`config.mk`:
```
export PLATFORM = sky130hd
export DESIGN_NAME = sram_bank_qdi_responder
export DESIGN_NICKNAME = d
export VERILOG_FILES = /design/src/rtl/qdi_pkg.sv /design/src/rtl/qdi_sync_vec.sv /design/src/rtl/sram_bank_qdi_responder.sv
export SDC_FILE = /design/constraint.sdc
export NUM_CORES = 2
export LEC_CHECK = 0
export ABC_CLOCK_PERIOD_IN_PS = 16900
export CAP_MARGIN = 20
export CELL_PAD_IN_SITES_DETAIL_PLACEMENT = 2
export CELL_PAD_IN_SITES_GLOBAL_PLACEMENT = 2
export CORE_ASPECT_RATIO = 0.9
export CORE_MARGIN = 3
export CORE_UTILIZATION = 43
export CTS_BUF_LIST = sky130_fd_sc_hd__clkbuf_2
export DETAILED_ROUTE_END_ITERATION = 10
export PLACE_DENSITY_LB_ADDON = 0.12
export SETUP_SLACK_MARGIN = 0.4
export SYNTH_ARGS = -nofsm -noshare
export SYNTH_HDL_FRONTEND = slang
export SYNTH_SLANG_ARGS = --single-unit
```
`constraint.sdc`:
```
create_clock -name CLK -period 16.9 [get_ports CLK]
set_input_delay 1.69 -clock CLK [delete_from_list [all_inputs] [get_ports CLK]]
set_output_delay 1.69 -clock CLK [all_outputs]
set_load 0.01 [all_outputs]
```
`src/rtl/qdi_pkg.sv`:
```
// Shared types and 1of4 code helpers for the QDI SRAM-bank responder.
// A 1of4 group carries one 2-bit value on four rails; all-low is neutral.
package qdi_pkg;

  typedef enum logic [2:0] {
    S_CLEAR,
    S_IDLE,
    S_EXEC,
    S_ACK,
    S_RD_WAIT,
    S_RD_SEND,
    S_RD_NEUT
  } state_e;

  function automatic logic onehot4_valid(input logic [3:0] r);
    return (r != 4'b0) && ((r & (r - 4'b1)) == 4'b0);
  endfunction

  function automatic logic onehot4_illegal(input logic [3:0] r);
    return (r & (r - 4'b1)) != 4'b0;
  endfunction

  function automatic logic [1:0] onehot4_to_bin2(input logic [3:0] r);
    return {r[3] | r[2], r[3] | r[1]};
  endfunction

  function automatic logic [3:0] bin2_to_onehot4(input logic [1:0] b);
    return 4'b0001 << b;
  endfunction

endpackage

```
`src/rtl/qdi_sync_vec.sv`:
```
// Multi-flop synchronizer for a vector of asynchronous rails.
// Each bit is an independent chain; QDI codes tolerate per-rail skew.
module qdi_sync_vec #(
  parameter int W    = 1,
  parameter int SYNC = 2
) (
  input  logic         clk,
  input  logic         rst_n,
  input  logic [W-1:0] d,
  output logic [W-1:0] q
);

  logic [W-1:0] stg_q [SYNC];

  // shift every rail through SYNC flops
  always_ff @(posedge clk or negedge rst_n) begin
    if (!rst_n) begin
      for (int i = 0; i < SYNC; i++) stg_q[i] <= '0;
    end else begin
      stg_q[0] <= d;
      for (int i = 1; i < SYNC; i++) stg_q[i] <= stg_q[i-1];
    end
  end

  assign q = stg_q[SYNC-1];

endmodule

```
`src/rtl/sram_bank_qdi_responder.sv`:
```
// Clocked target end of the QDI SRAM-bank channel: 1of2 RW, 1of4 address
// and data in, 1of4 read data out, backed by a cleared word array.
module sram_bank_qdi_responder
  import qdi_pkg::*;
#(
  parameter int AW   = 10,
  parameter int DW   = 4,
  parameter int SYNC = 2
) (
  input  logic              CLK,
  input  logic              RESET,
  input  logic [2*AW-1:0]   A,
  output logic [AW/2-1:0]   Ae,
  input  logic [1:0]        RW,
  output logic              RWe,
  input  logic [2*DW-1:0]   WriteData,
  output logic [DW/2-1:0]   WriteDataEn,
  output logic [2*DW-1:0]   ReadData,
  input  logic [DW/2-1:0]   ReadDataEn,
  output logic              Ready,
  output logic              ProtoErr
);

  localparam int AG    = AW / 2;
  localparam int DG    = DW / 2;
  localparam int DEPTH = 2 ** AW;

  logic [2*AW-1:0] a_s;
  logic [1:0]      rw_s;
  logic [2*DW-1:0] wd_s;
  logic [DG-1:0]   rde_s;

  qdi_sync_vec #(.W(2*AW), .SYNC(SYNC)) u_sync_a (
    .clk(CLK), .rst_n(RESET), .d(A), .q(a_s)
  );
  qdi_sync_vec #(.W(2), .SYNC(SYNC)) u_sync_rw (
    .clk(CLK), .rst_n(RESET), .d(RW), .q(rw_s)
  );
  qdi_sync_vec #(.W(2*DW), .SYNC(SYNC)) u_sync_wd (
    .clk(CLK), .rst_n(RESET), .d(WriteData), .q(wd_s)
  );
  qdi_sync_vec #(.W(DG), .SYNC(SYNC)) u_sync_rde (
    .clk(CLK), .rst_n(RESET), .d(ReadDataEn), .q(rde_s)
  );

  logic [AG-1:0] a_vld, a_ill;
  logic [AW-1:0] a_bin;
  logic [DG-1:0] wd_vld, wd_ill;
  logic [DW-1:0] wd_bin;

  for (genvar g = 0; g < AG; g++) begin : g_a
    assign a_vld[g]       = onehot4_valid(a_s[4*g +: 4]);
    assign a_ill[g]       = onehot4_illegal(a_s[4*g +: 4]);
    assign a_bin[2*g +: 2] = onehot4_to_bin2(a_s[4*g +: 4]);
  end

  for (genvar g = 0; g < DG; g++) begin : g_wd
    assign wd_vld[g]        = onehot4_valid(wd_s[4*g +: 4]);
    assign wd_ill[g]        = onehot4_illegal(wd_s[4*g +: 4]);
    assign wd_bin[2*g +: 2] = onehot4_to_bin2(wd_s[4*g +: 4]);
  end

  logic rw_vld, rw_ill, rw_wr;
  logic a_all, wd_all;
  logic a_neut, wd_neut, rw_neut;
  logic any_ill;

  assign rw_vld  = rw_s[0] ^ rw_s[1];
  assign rw_ill  = rw_s[0] & rw_s[1];
  assign rw_wr   = rw_s[0];
  assign a_all   = &a_vld;
  assign wd_all  = &wd_vld;
  assign a_neut  = ~|a_s;
  assign wd_neut = ~|wd_s;
  assign rw_neut = ~|rw_s;
  assign any_ill = (|a_ill) | (|wd_ill) | rw_ill;

  state_e          state_q, state_d;
  logic [AW-1:0]   ptr_q, ptr_d;
  logic [AW-1:0]   addr_q, addr_d;
  logic [DW-1:0]   wdata_q, wdata_d;
  logic            wr_q, wr_d;
  logic [DW-1:0]   rdata_q, rdata_d;
  logic            ae_q, ae_d;
  logic            rwe_q, rwe_d;
  logic            wde_q, wde_d;
  logic [2*DW-1:0] rd_q, rd_d;
  logic            ready_q, ready_d;
  logic            perr_q, perr_d;

  logic [DW-1:0]   mem [DEPTH];
  logic            mem_we;
  logic [AW-1:0]   mem_wa;
  logic [DW-1:0]   mem_wd;
  logic [2*DW-1:0] rdata_enc;

  for (genvar g = 0; g < DG; g++) begin : g_rd
    assign rdata_enc[4*g +: 4] = bin2_to_onehot4(rdata_q[2*g +: 2]);
  end

  // next-state, array port and registered handshake outputs
  always_comb begin
    state_d = state_q;
    ptr_d   = ptr_q;
    addr_d  = addr_q;
    wdata_d = wdata_q;
    wr_d    = wr_q;
    rdata_d = rdata_q;
    ae_d    = ae_q;
    rwe_d   = rwe_q;
    wde_d   = wde_q;
    rd_d    = rd_q;
    ready_d = ready_q;
    perr_d  = perr_q | any_ill;
    mem_we  = 1'b0;
    mem_wa  = addr_q;
    mem_wd  = wdata_q;
    unique case (state_q)
      S_CLEAR: begin
        mem_we = 1'b1;
        mem_wa = ptr_q;
        mem_wd = '0;
        ptr_d  = ptr_q + 1'b1;
        if (&ptr_q) begin
          state_d = S_IDLE;
          ready_d = 1'b1;
        end
      end
      S_IDLE: begin
        if (rw_vld && a_all && (!rw_wr || wd_all)) begin
          state_d = S_EXEC;
          addr_d  = a_bin;
          wdata_d = wd_bin;
          wr_d    = rw_wr;
        end
      end
      S_EXEC: begin
        if (wr_q) mem_we = 1'b1;
        else rdata_d = mem[addr_q];
        ae_d    = 1'b0;
        rwe_d   = 1'b0;
        wde_d   = !wr_q;
        state_d = S_ACK;
      end
      S_ACK: begin
        if (rw_neut && a_neut && (!wr_q || wd_neut)) begin
          ae_d    = 1'b1;
          rwe_d   = 1'b1;
          wde_d   = 1'b1;
          state_d = wr_q ? S_IDLE : S_RD_WAIT;
        end
      end
      S_RD_WAIT: begin
        if (&rde_s) begin
          rd_d    = rdata_enc;
          state_d = S_RD_SEND;
        end
      end
      S_RD_SEND: begin
        if (~|rde_s) begin
          rd_d    = '0;
          state_d = S_RD_NEUT;
        end
      end
      S_RD_NEUT: begin
        if (&rde_s) state_d = S_IDLE;
      end
      default: state_d = S_CLEAR;
    endcase
  end

  // control and output registers
  always_ff @(posedge CLK or negedge RESET) begin
    if (!RESET) begin
      state_q <= S_CLEAR;
      ptr_q   <= '0;
      addr_q  <= '0;
      wdata_q <= '0;
      wr_q    <= 1'b0;
      rdata_q <= '0;
      ae_q    <= 1'b1;
      rwe_q   <= 1'b1;
      wde_q   <= 1'b1;
      rd_q    <= '0;
      ready_q <= 1'b0;
      perr_q  <= 1'b0;
    end else begin
      state_q <= state_d;
      ptr_q   <= ptr_d;
      addr_q  <= addr_d;
      wdata_q <= wdata_d;
      wr_q    <= wr_d;
      rdata_q <= rdata_d;
      ae_q    <= ae_d;
      rwe_q   <= rwe_d;
      wde_q   <= wde_d;
      rd_q    <= rd_d;
      ready_q <= ready_d;
      perr_q  <= perr_d;
    end
  end

  // word array; contents are defined by the post-reset clear sweep
  always_ff @(posedge CLK) begin
    if (mem_we) mem[mem_wa] <= mem_wd;
  end

  assign Ae          = {AG{ae_q}};
  assign RWe         = rwe_q;
  assign WriteDataEn = {DG{wde_q}};
  assign ReadData    = rd_q;
  assign Ready       = ready_q;
  assign ProtoErr    = perr_q;

endmodule

```
==> report_table.html <==
<table>
<tr><th>Metric</th><th>Value</th></tr>
<tr><th colspan="2">Global route</th></tr>
<tr><td>Gr ovfl total</td><td>0</td></tr>
<tr><td>Initial antenna violation count</td><td>between 60 and 70</td></tr>
<tr><td>Maximum number of pins on one net before global-route repair</td><td>207</td></tr>
<tr><td>Combined global-route utilization of all metal layers</td><td>29.0%</td></tr>
<tr><td>Wire length of the first global-routing pass</td><td>799 mm</td></tr>
<tr><td>Number of global-route vias before repair</td><td>100k</td></tr>
<tr><th colspan="2">STA</th></tr>
<tr><td>Slew at the pin closest to its max-slew limit</td><td>1280 ps</td></tr>
<tr><td>Final TNS setup</td><td>0 ps</td></tr>
<tr><td>Fin Clk Skew</td><td>~220 ps</td></tr>
<tr><td>Number of setup violations in the final report</td><td>0</td></tr>
<tr><td>FMAX</td><td>0.138 GHz</td></tr>
<tr><td>Worst relative slew slack</td><td>14.9%</td></tr>
<tr><td>Slew Limit Fails</td><td>0</td></tr>
<tr><td>Number of hold-slack violations in the final timing report</td><td>0</td></tr>
<tr><td>Final cycle utilization of the critical path</td><td>42.9%</td></tr>
<tr><td>RSZ-0062 raised after global routing</td><td>no</td></tr>
<tr><td>Min Clock Period, post-route</td><td>7250 ps</td></tr>
<tr><th colspan="2">Clocking</th></tr>
<tr><td>Number of cells upsized or downsized after cts</td><td>0</td></tr>
<tr><td>CTS clock-pin slew for the worst setup and hold paths</td><td>120 ps</td></tr>
<tr><td>H-tree Lvls</td><td>7</td></tr>
<tr><td>Clock tree root buffer cell</td><td>sky130_fd_sc_hd__clkbuf_2</td></tr>
<tr><td>Count of clock tree sinks</td><td>4204</td></tr>
<tr><td>Worst-skew pair later-pin latency</td><td>2380 ps</td></tr>
<tr><td>Largest buffer count on any clock path</td><td>5</td></tr>
<tr><td>TritonCTS buffer count</td><td>roughly 1.2k</td></tr>
<tr><td>Post-CTS Repair Setup Buffers</td><td>0</td></tr>
<tr><td>CTS hold repair buffers</td><td>35</td></tr>
<tr><td>CTS tree</td><td>done</td></tr>
<tr><th colspan="2">Power and ir drop</th></tr>
<tr><td>VDD IR max</td><td>0.0646 mV</td></tr>
<tr><td>Cell Pwr Density</td><td>about 100 nW/um2</td></tr>
<tr><td>Leakage power of the design</td><td>around 45 nW</td></tr>
<tr><th colspan="2">Worst setup path</th></tr>
<tr><td>Type of the worst setup path</td><td>flop to flop</td></tr>
<tr><td>Worst setup path startpoint</td><td>addr_q[0]</td></tr>
<tr><td>Reg2Reg Setup Slack</td><td>9650 ps</td></tr>
<tr><td>Launching element type of the critical path</td><td>flop</td></tr>
<tr><td>Data required time at the worst endpoint</td><td>19040 ps</td></tr>
<tr><td>R2r worst-path depth</td><td>13</td></tr>
<tr><td>Capture point of the worst path</td><td>rdata_q[2]</td></tr>
<tr><td>Crit path cell chain</td><td>buf_4 &gt; buf_12 &gt; buf_12 &gt; buf_4 &gt; mux4_2 &gt; nor2_1 &gt; nor4_1 &gt; a311oi_1 &gt; nand4_1 &gt; a211oi_1 &gt; a31oi_1 &gt; a221oi_1 &gt; o31ai_1</td></tr>
<tr><td>Startpoint of the lowest-slack register-to-register path</td><td>addr_q[0]</td></tr>
<tr><td>Maximum net fanout on the critical path</td><td>91</td></tr>
<tr><td>Capturing point of the worst reg2reg path</td><td>rdata_q[2]</td></tr>
<tr><td>Critical Path Slowest Stage Cell</td><td>sky130_fd_sc_hd__a211oi_1</td></tr>
<tr><td>Crit path arrival time</td><td>between 9000 and 10000 ps</td></tr>
<tr><td>Biggest cell delay along the critical path</td><td>870 ps</td></tr>
<tr><td>Nature of the critical path endpoint</td><td>flop</td></tr>
<tr><th colspan="2">Logic synthesis</th></tr>
<tr><td>Number of different library cells in the post-synthesis netlist</td><td>slightly above 80</td></tr>
<tr><td>Register bit total from synthesis</td><td>4204</td></tr>
<tr><td>Leading post-synthesis cells by cell area</td><td>sky130_fd_sc_hd__edfxtp_1, sky130_fd_sc_hd__mux4_2, sky130_fd_sc_hd__mux2i_1, sky130_fd_sc_hd__nor2_1, sky130_fd_sc_hd__dfrtp_1</td></tr>
<tr><td>Share of Yosys cell area claimed by the top area cell type</td><td>roughly 74%</td></tr>
<tr><td>Mapped cell area</td><td>between 150000 and 200000 um2</td></tr>
<tr><td>Biggest area consumer among synthesized cells</td><td>sky130_fd_sc_hd__edfxtp_1</td></tr>
<tr><td>Flip-flop cell with the highest count after synthesis</td><td>sky130_fd_sc_hd__edfxtp_1</td></tr>
<tr><td>Warnings, synthesis</td><td>0</td></tr>
<tr><td>EDFF count, synth</td><td>4096</td></tr>
<tr><td>Sequential fraction of the synthesis area</td><td>75.5%</td></tr>
<tr><td>Synthesized area per cell</td><td>19.5 um2</td></tr>
<tr><td>Post-synthesis cell count</td><td>8527</td></tr>
<tr><td>Proportion of register bits with asynchronous set or reset after synthesis</td><td>2.57%</td></tr>
<tr><td>Net count of the mapped netlist</td><td>~8.6k</td></tr>
<tr><th colspan="2">Routing</th></tr>
<tr><td>Post-DR vias/cell</td><td>6.12</td></tr>
<tr><td>Post-DR wirelength/cell</td><td>37.0 um</td></tr>
<tr><td>First-pass iteration count of the detailed router</td><td>5</td></tr>
<tr><td>Total via count in the routed design</td><td>93.6k</td></tr>
<tr><td>DRC Markers</td><td>0</td></tr>
<tr><td>Final WL</td><td>566 mm</td></tr>
<tr><td>Remaining number of nets flagged by the antenna check after routing</td><td>0</td></tr>
<tr><td>Drt initial violations</td><td>12.4k</td></tr>
<tr><th colspan="2">Finish</th></tr>
<tr><td>Leading cell types in the layout, fill and taps excluded</td><td>sky130_fd_sc_hd__edfxtp_1, sky130_fd_sc_hd__clkbuf_2, sky130_fd_sc_hd__nor2_1, sky130_fd_sc_hd__mux4_2, sky130_fd_sc_hd__mux2i_1</td></tr>
<tr><td>Layout net count</td><td>approximately 9.4k</td></tr>
<tr><td>Fraction of layout instances using a drive strength above 1</td><td>29.6%</td></tr>
<tr><td>Fill cell instance count of the final layout</td><td>34.9k</td></tr>
<tr><td>Layout-stage area growth over the synthesis result</td><td>9.49%</td></tr>
<tr><td>Commonest non-fill, non-tap cell in the layout</td><td>sky130_fd_sc_hd__edfxtp_1</td></tr>
<tr><td>Post-route design area</td><td>182000 um2</td></tr>
<tr><th colspan="2">Placement</th></tr>
<tr><td>Total placed instance area</td><td>172000 um2</td></tr>
<tr><td>PortBufs</td><td>51</td></tr>
<tr><td>Routability Congestion</td><td>0.817</td></tr>
<tr><td>Post-DP HPWL</td><td>337 mm</td></tr>
<tr><th colspan="2">Floorplanning</th></tr>
<tr><td>Horizontal extent of the die</td><td>662 um</td></tr>
<tr><td>Die ar.</td><td>395000 um2</td></tr>
<tr><td>DIE HEIGHT</td><td>596 um</td></tr>
<tr><td>Top-Level Pins</td><td>52</td></tr>
<tr><td>Initial core utilization</td><td>43.2%</td></tr>
<tr><td>Area of the core</td><td>385000 um2</td></tr>
<tr><td>Cell row count</td><td>216</td></tr>
<tr><th colspan="2">Job</th></tr>
<tr><td>Maximum Capacitance Violations</td><td>0</td></tr>
<tr><th colspan="2">Min path</th></tr>
<tr><td>Hold WC Path Type</td><td>flop to flop</td></tr>
<tr><th colspan="2">Status</th></tr>
<tr><td>Run status</td><td>finished clean</td></tr>
</table>
[routing by layer]
metal / track usage [%] / vias to the layer above / routed length, um
met1: 40.8 / 50701 / 233000
li1: - / 37036 / -
met2: 45.1 / 4917 / 269000
met5: 0 / - / 61
met3: 6.00 / 902 / 47200
met4: 10.3 / 10 / 15700
[layout make-up]
| class | instances | area, um2 | area share [%] |
|---|---|---|---|
| antenna | 53 | 133 | 0.0727 |
| timing repair buffer | 336 | 3050 | 1.67 |
| clock buffer | 1623 | 8120 | 4.45 |
| clock inverter | 242 | 1230 | 0.676 |
| tap | 5123 | 6410 | 3.52 |
| multi-input combinational | 3701 | 37600 | 20.6 |
| sequential | 4204 | 126000 | 68.9 |
| inverter | 9 | 41.3 | 0.0226 |
[stage by stage]
stage / total power (W) / hold slack (ps) / utilization, % / std cells / setup slack [ps]
2_1_floorplan: 0.0115 / 331 / - / 8527 / 7100
3_3_place_gp: 0.0115 / 335 / 44.8 / 13328 / 9660
3_5_place_dp: 0.0115 / 336 / 44.8 / 13337 / 9560
4_1_cts: 0.0185 / 64.5 / 47.3 / 15237 / 9600
5_1_grt: 0.0191 / 205 / 47.3 / 15265 / 9300
6_report: 0.0183 / 325 / 47.4 / 15291 / 9650
[Yosys cell counts (all sizes together) (37+ instances only)]
master / instances
edfxtp: 4096
nor2: 1123
mux4: 939
mux2i: 432
buf: 339
clkbuf: 274
nand2: 232
o221ai: 149
a21oi: 122
o22ai: 110
dfrtp: 106
o21ai: 103
nor3: 66
nand3: 43
a2111oi: 37
[state kept, by name, summed over array words and instances, names as in the netlist, 2 cells and up]
signal	cells
u_sync_rde.q	2
u_sync_wd.q	8
u_sync_rw.stg_q	2
ReadData	8
u_sync_a.q	20
addr_q	10
u_sync_wd.stg_q	8
wdata_q	4
u_sync_a.stg_q	20
u_sync_rw.q	2
u_sync_rde.stg_q	2
ptr_q	10
mem	4096
rdata_q	4
state_q	3
[cells by family after synthesis]
logic type | Yosys count | share of synthesized area (%)
buffers and inverters | 622 | 2.20
DFF | 4204 | 75.5
muxes | 1385 | 15.4
adders and majority gates | 4 | 0.0286
AOI/OAI and AO/OA | 692 | 2.89
and+or+nand+nor | 1609 | 3.95
xor gates and xnor gates | 11 | 0.0578
[worst max-delay path, delay by kind of cell (launching register included)]
kind                   cells  cell delay, ps
AO/OA/AOI/OAI              5            2240
flip-flops                 1             770
buffers and inverters      4            2720
AND/OR/NAND/NOR            3             420
multiplexers               1             600
[power breakdown]
part | switching (W) | total, W | internal (W)
sequential | 0.00000614 | 0.0113 | 0.0112
combinational | 0.0000121 | 0.0000274 | 0.0000152
clock | 0.00434 | 0.00704 | 0.00270
total | 0.00436 | 0.0183 | 0.0140
[worst min path at each step]
stage                                   start            endpoint  slack (ps)  depth (start not counted)
after floorplan            u_sync_a.stg_q[20]       u_sync_a.q[0]         330                          0
after global placement    u_sync_wd.stg_q[12]      u_sync_wd.q[4]         340                          0
after detailed placement  u_sync_rde.stg_q[3]     u_sync_rde.q[1]         340                          0
after CTS                                A[4]  u_sync_a.stg_q[24]          60                          2
after global routing                    A[18]  u_sync_a.stg_q[38]         200                          2
final                      u_sync_a.stg_q[29]       u_sync_a.q[9]         320                          0
No activity file was read; power rests on OpenSTA's default activity.
